--- src/rtl/multicycle_control.sv ---
// Moore control FSM for a multicycle MIPS-style datapath: fetch, decode and
// per-class execution sequences with a memory-ready handshake and a sticky illegal-opcode flag.
module multicycle_control (
  input  logic       clk,
  input  logic       reset,
  input  logic [5:0] op,
  input  logic       mem_ready,
  output logic       PCWrite,
  output logic       PCWriteCondEq,
  output logic       PCWriteCondNe,
  output logic       IorD,
  output logic       MemRead,
  output logic       MemWrite,
  output logic       MemtoReg,
  output logic       IRWrite,
  output logic       ALUSrcA,
  output logic       RegWrite,
  output logic       RegDst,
  output logic [1:0] PCSource,
  output logic [1:0] ALUSrcB,
  output logic [1:0] ALUop,
  output logic [3:0] state,
  output logic       illegal_op
);

  typedef enum logic [3:0] {
    S_FETCH  = 4'd0,
    S_DECODE = 4'd1,
    S_MEMADR = 4'd2,
    S_MEMRD  = 4'd3,
    S_MEMWB  = 4'd4,
    S_MEMWR  = 4'd5,
    S_EXEC   = 4'd6,
    S_RWB    = 4'd7,
    S_BRANCH = 4'd8,
    S_JUMP   = 4'd9,
    S_IEXEC  = 4'd10,
    S_IWB    = 4'd11
  } state_e;

  localparam logic [5:0] OP_RTYPE = 6'b000000;
  localparam logic [5:0] OP_J     = 6'b000010;
  localparam logic [5:0] OP_BEQ   = 6'b000100;
  localparam logic [5:0] OP_BNE   = 6'b000101;
  localparam logic [5:0] OP_ADDI  = 6'b001000;
  localparam logic [5:0] OP_ANDI  = 6'b001100;
  localparam logic [5:0] OP_LW    = 6'b100011;
  localparam logic [5:0] OP_SW    = 6'b101011;

  state_e     state_q, state_d;
  logic       illegal_q, illegal_d;
  logic [3:0] dec_s;

  // State and sticky-flag registers with synchronous reset
  always_ff @(posedge clk) begin
    if (reset) begin
      state_q   <= S_FETCH;
      illegal_q <= 1'b0;
    end else begin
      state_q   <= state_d;
      illegal_q <= illegal_d;
    end
  end

  // Next-state logic
  always_comb begin
    state_d   = S_FETCH;
    illegal_d = illegal_q;
    case (state_q)
      S_FETCH:  state_d = mem_ready ? S_DECODE : S_FETCH;
      S_DECODE: begin
        case (op)
          OP_RTYPE:        state_d = S_EXEC;
          OP_J:            state_d = S_JUMP;
          OP_BEQ, OP_BNE:  state_d = S_BRANCH;
          OP_ADDI, OP_ANDI: state_d = S_IEXEC;
          OP_LW, OP_SW:    state_d = S_MEMADR;
          default: begin
            state_d   = S_FETCH;
            illegal_d = 1'b1;
          end
        endcase
      end
      S_MEMADR: begin
        if (op == OP_LW) begin
          state_d = S_MEMRD;
        end else if (op == OP_SW) begin
          state_d = S_MEMWR;
        end else begin
          state_d = S_FETCH;
        end
      end
      S_MEMRD:  state_d = mem_ready ? S_MEMWB : S_MEMRD;
      S_MEMWB:  state_d = S_FETCH;
      S_MEMWR:  state_d = mem_ready ? S_FETCH : S_MEMWR;
      S_EXEC:   state_d = S_RWB;
      S_RWB:    state_d = S_FETCH;
      S_BRANCH: state_d = S_FETCH;
      S_JUMP:   state_d = S_FETCH;
      S_IEXEC:  state_d = S_IWB;
      S_IWB:    state_d = S_FETCH;
      default:  state_d = S_FETCH;
    endcase
  end

  // Reset forces an unused code so every output decodes to zero in that cycle
  assign dec_s = reset ? 4'd15 : state_q;

  // Output decode from the current state
  always_comb begin
    PCWrite       = 1'b0;
    PCWriteCondEq = 1'b0;
    PCWriteCondNe = 1'b0;
    IorD          = 1'b0;
    MemRead       = 1'b0;
    MemWrite      = 1'b0;
    MemtoReg      = 1'b0;
    IRWrite       = 1'b0;
    ALUSrcA       = 1'b0;
    RegWrite      = 1'b0;
    RegDst        = 1'b0;
    PCSource      = 2'b00;
    ALUSrcB       = 2'b00;
    ALUop         = 2'b00;
    case (dec_s)
      S_FETCH: begin
        MemRead = 1'b1;
        ALUSrcB = 2'b01;
        IRWrite = mem_ready;
        PCWrite = mem_ready;
      end
      S_DECODE: ALUSrcB = 2'b11;
      S_MEMADR: begin
        ALUSrcA = 1'b1;
        ALUSrcB = 2'b10;
      end
      S_MEMRD: begin
        MemRead = 1'b1;
        IorD    = 1'b1;
      end
      S_MEMWB: begin
        RegWrite = 1'b1;
        MemtoReg = 1'b1;
      end
      S_MEMWR: begin
        MemWrite = 1'b1;
        IorD     = 1'b1;
      end
      S_EXEC: begin
        ALUSrcA = 1'b1;
        ALUop   = 2'b10;
      end
      S_RWB: begin
        RegWrite = 1'b1;
        RegDst   = 1'b1;
      end
      S_BRANCH: begin
        ALUSrcA       = 1'b1;
        ALUop         = 2'b01;
        PCSource      = 2'b01;
        PCWriteCondEq = (op == OP_BEQ);
        PCWriteCondNe = (op == OP_BNE);
      end
      S_JUMP: begin
        PCWrite  = 1'b1;
        PCSource = 2'b10;
      end
      S_IEXEC: begin
        ALUSrcA = 1'b1;
        ALUSrcB = 2'b10;
        ALUop   = (op == OP_ANDI) ? 2'b11 : 2'b00;
      end
      S_IWB:   RegWrite = 1'b1;
      default: PCWrite = 1'b0;
    endcase
  end

  assign state      = state_q;
  assign illegal_op = illegal_q;

endmodule

--- config.mk ---
export PLATFORM = sky130hd
export DESIGN_NAME = multicycle_control
export DESIGN_NICKNAME = d
export VERILOG_FILES = /design/src/rtl/multicycle_control.sv
export SDC_FILE = /design/constraint.sdc
export NUM_CORES = 1
export LEC_CHECK = 0
export ABC_AREA = 1
export CORE_AREA = 2 2 39 41
export DETAILED_ROUTE_END_ITERATION = 16
export DIE_AREA = 0 0 41 43
export DONT_BUFFER_PORTS = 1
export PLACE_DENSITY_LB_ADDON = 0.25
export SLEW_MARGIN = 0
export SYNTH_ARGS = -nofsm -noshare
export SYNTH_HDL_FRONTEND = slang
export SYNTH_SLANG_ARGS = --single-unit
--- constraint.sdc ---
create_clock -name clk -period 1.7 [get_ports clk]
set_clock_uncertainty 0.1 [all_clocks]
set_input_delay 0.34 -clock clk [delete_from_list [all_inputs] [get_ports clk]]
set_output_delay 0.34 -clock clk [all_outputs]
set_load 0.02 [all_outputs]
==> impl_metrics.csv, run 1 <==
group,metric,value,unit
setup_path,crit_path_start_kind,"register",
logic_synthesis,synth_seq_cells,5,
sta,hold_violations,0,
route,vias,874,
sta,tns,-0.5385,ns
logic_synthesis,yosysWarnings,0,
sta,rsz0062_at_grt,"true",
logic_synthesis,netlist_area,605.6,µm²
setup_path,startpoint,"state[3]$_SDFF_PP0_",
route,wl_met3,170,µm
die,fp.dieH,43,µm
setup_path,crit_fanout,4,
setup_path,r2r_start,"state[0]$_SDFF_PP0_",
clock_tree,clkLatencyLatePin,0.25,ns
sta,tightest_slew,0.2442,ns
sta,timing.final.crit_period,1.782,ns
route,topRoutingLayerUsed,"met4",
placed_design,gp_congestion,0.8210,
route,drc_errors,0,
sta,finalSetupViolCount,10,
logic_synthesis,async_flop_share,0,%
pwr,ir_worst_vdd,406.0,µV
grt,grt_max_degree,10,
logic_synthesis,yosys.cell_types.count,18,
setup_path,regToRegSetupSlack,0.31,ns
setup_path,crit_required,1.26,ns
grt,grt_pass1_vias,770,
logic_synthesis,synth_cells,113,
logic_synthesis,ys_seq_area_share,16.53,%
clock_tree,max-clock-path-buffers,2,
sta,slew_headroom,83.70,%
logic_synthesis,synth_edf_count,0,
setup_path,timing_worst_setup_path_type,"reg -> out",
final_layout,syn2layout_area_growth,71.07,%
sta,drv_slew,0,
outcome,status,"finished with violations",
final_layout,post-route-util,74.86,%
min_path,holdCritPathClass,"in -> reg",
final_layout,diodes,0,
die,start_util,43.76,%
final_layout,final_area,1036,µm²
final_layout,layout-drive-gt1-share,51.03,%
sta,setup_ws,-0.08159,ns
die,die_w,41,µm
grt,grt_pass1_wl,3029,µm
setup_path,endpoint,"RegWrite",
route,drt-total-wl,2299,µm
clock_tree,clkSlewWorstSetupHoldPaths,0.05,ns
logic_synthesis,avgSynthCellArea,5.359,µm²
grt,antenna_found_initial,0,
placed_design,io_buffer_count,0,
flow_run,drv_cap,0,
sta,layout_worst_path_cycle_share,104.8,%
grt,grt_usage,24.55,%
die,die_area,1763,µm²
sta,max_freq,561.3,MHz
final_layout,nets,155,
logic_synthesis,synth_nets,122,
route,ant_nets,0,
clock_tree,numCtsBuffers,3,
pwr,power_density,360.1,nW/µm²
clock_tree,cts_sinks,5,
route,dr.first_iter.drc_count,28,
die,ioPinCount,31,
grt,overflow,0,
setup_path,worstPathArrival,1.34,ns
placed_design,detailed_place_hpwl,1389,µm
pwr,power.total,0.3730,mW
clock_tree,tritoncts,"yes",
route,firstDrtPassIters,4,
placed_design,place_area,792.0,µm²
setup_path,reg2reg_depth,9,
die,core_area,1384,µm²
route,wl_per_cell,14.28,µm
route,wl_met2,1183,µm
setup_path,end_kind,"output port",
clock_tree,htreeDepth,1,
outcome,violations,"negative setup slack",
die,rows,14,
pwr,p_leak,0.5443,nW
clock_tree,cts_root_buffer,"clkbuf_4",
setup_path,r2r_end,"state[2]$_SDFF_PP0_",
route,via_per_inst,5.429,
logic_synthesis,synthFlopType,"dfxtp_1",
route,m1WireLength,882,µm
## stage by stage
| stage | setup WS, ns | hold slack [ns] | std cells |
|---|---|---|---|
| after detailed placement | 0.1061 | 0.3086 | 146 |
| after CTS | -0.04057 | 0.04445 | 157 |
| final | -0.08159 | 0.04403 | 161 |
| after global placement | 0.1307 | 0.3069 | 146 |
| after floorplan | -0.07177 | 0.4274 | 113 |
| after global routing | -0.1345 | 0.04849 | 161 |
## how the worst min path moves through the flow
stage / from / to / slack [ns] / depth (start not counted)
after global placement: reset / state[3]$_SDFF_PP0_ / 0.31 / 1
after CTS: reset / state[3]$_SDFF_PP0_ / 0.04 / 1
after floorplan: illegal_op$_SDFFE_PP0P_ / illegal_op$_SDFFE_PP0P_ / 0.43 / 2
after global routing: reset / state[3]$_SDFF_PP0_ / 0.05 / 1
final: reset / state[3]$_SDFF_PP0_ / 0.04 / 1
after detailed placement: reset / state[3]$_SDFF_PP0_ / 0.31 / 1
## kinds of logic after synthesis
logic type / synth area share [%]
buf+inv: 14.46
flops: 16.53
compound gates: 8.678
simple gates: 60.33
## critical path, stage by stage, from the launching register on
cell and delay (ns):
dfxtp_4 0.37, inv_2 0.05, nor2_4 0.14, nand2_4 0.09, buf_4 0.14, a22oi_2 0.13
buf_4 0.16
## cells in the final DEF (no fill, tap or decap)
cell      instances
buf_4            23
a21oi_1           2
a31o_2            1
nor2_2            3
o221ai_1          1
dfxtp_4           4
inv_4             3
nand2_4           4
nand4_1           3
a22oi_2           1
dfxtp_1           1
nand2_1          20
nor2_4            6
clkbuf_1          1
nand3_1          14
clkbuf_4          3
nand2_2           5
inv_2             8
nor3_1            1
nor2_1           17
nor3_4            2
nor3_2            2
o21ai_4           1
o22ai_4           2
buf_6             6
inv_1            11
## power breakdown
group          switching (mW)  internal (mW)
registers             0.00832          0.117
logic                  0.0647         0.0374
clock network          0.0565         0.0892
## cell type report
type                    instances  area, µm²
multi-input cells              85      544.3
fillers                       109      347.8
repair buffers                 29      240.2
flip-flops and latches          5      115.1
inverters                      22      90.09
clock buffers                   4      26.28
well taps                      16      20.02
## cells in the mapped netlist (2+ instances only)
master   instances  area (µm²)
inv_2            7       26.28
nand2_2          4       25.02
nand4_1          3       18.77
nor3_1           4       20.02
dfxtp_1          5       100.1
nor2_4           4       45.04
nand2_1         25       93.84
nor2_1          22       82.58
inv_1           15       56.30
nand3_1         14       70.07
a21oi_1          2       10.01
o22ai_1          2       12.51
## registers in the layout, summed over array words and instances (netlist names)
register and count:
state 4, illegal_op 1
## metal layers
| metal | GRT usage (%) | up-vias |
|---|---|---|
| met3 | 0 | 8 |
| met2 | 43.13 | 52 |
| li1 | - | 427 |
| met4 | 12.67 | 0 |
| met1 | 28.16 | 387 |
| met5 | 0 | - |
## repair_timing
action,4_1_cts,5_1_grt
setup buffers,7,4
cloned,0,0
hold buffers,0,0
resized for setup,15,24
endpoints found under the setup margin,11,16
pin swaps,7,9
Power figures use the tool's default switching activity.
==> run 2: changes to the inputs <==
--- a/config.mk
+++ b/config.mk
@@ -7,6 +7,7 @@
 export LEC_CHECK = 0
 export ABC_AREA = 1
 export CORE_AREA = 2 2 39 41
+export CTS_CLUSTER_DIAMETER = 30
 export DETAILED_ROUTE_END_ITERATION = 16
 export DIE_AREA = 0 0 41 43
 export DONT_BUFFER_PORTS = 1
==> results of run 2 <==
Same layout as run 1: the final DEF is identical, and so are final timing and power.
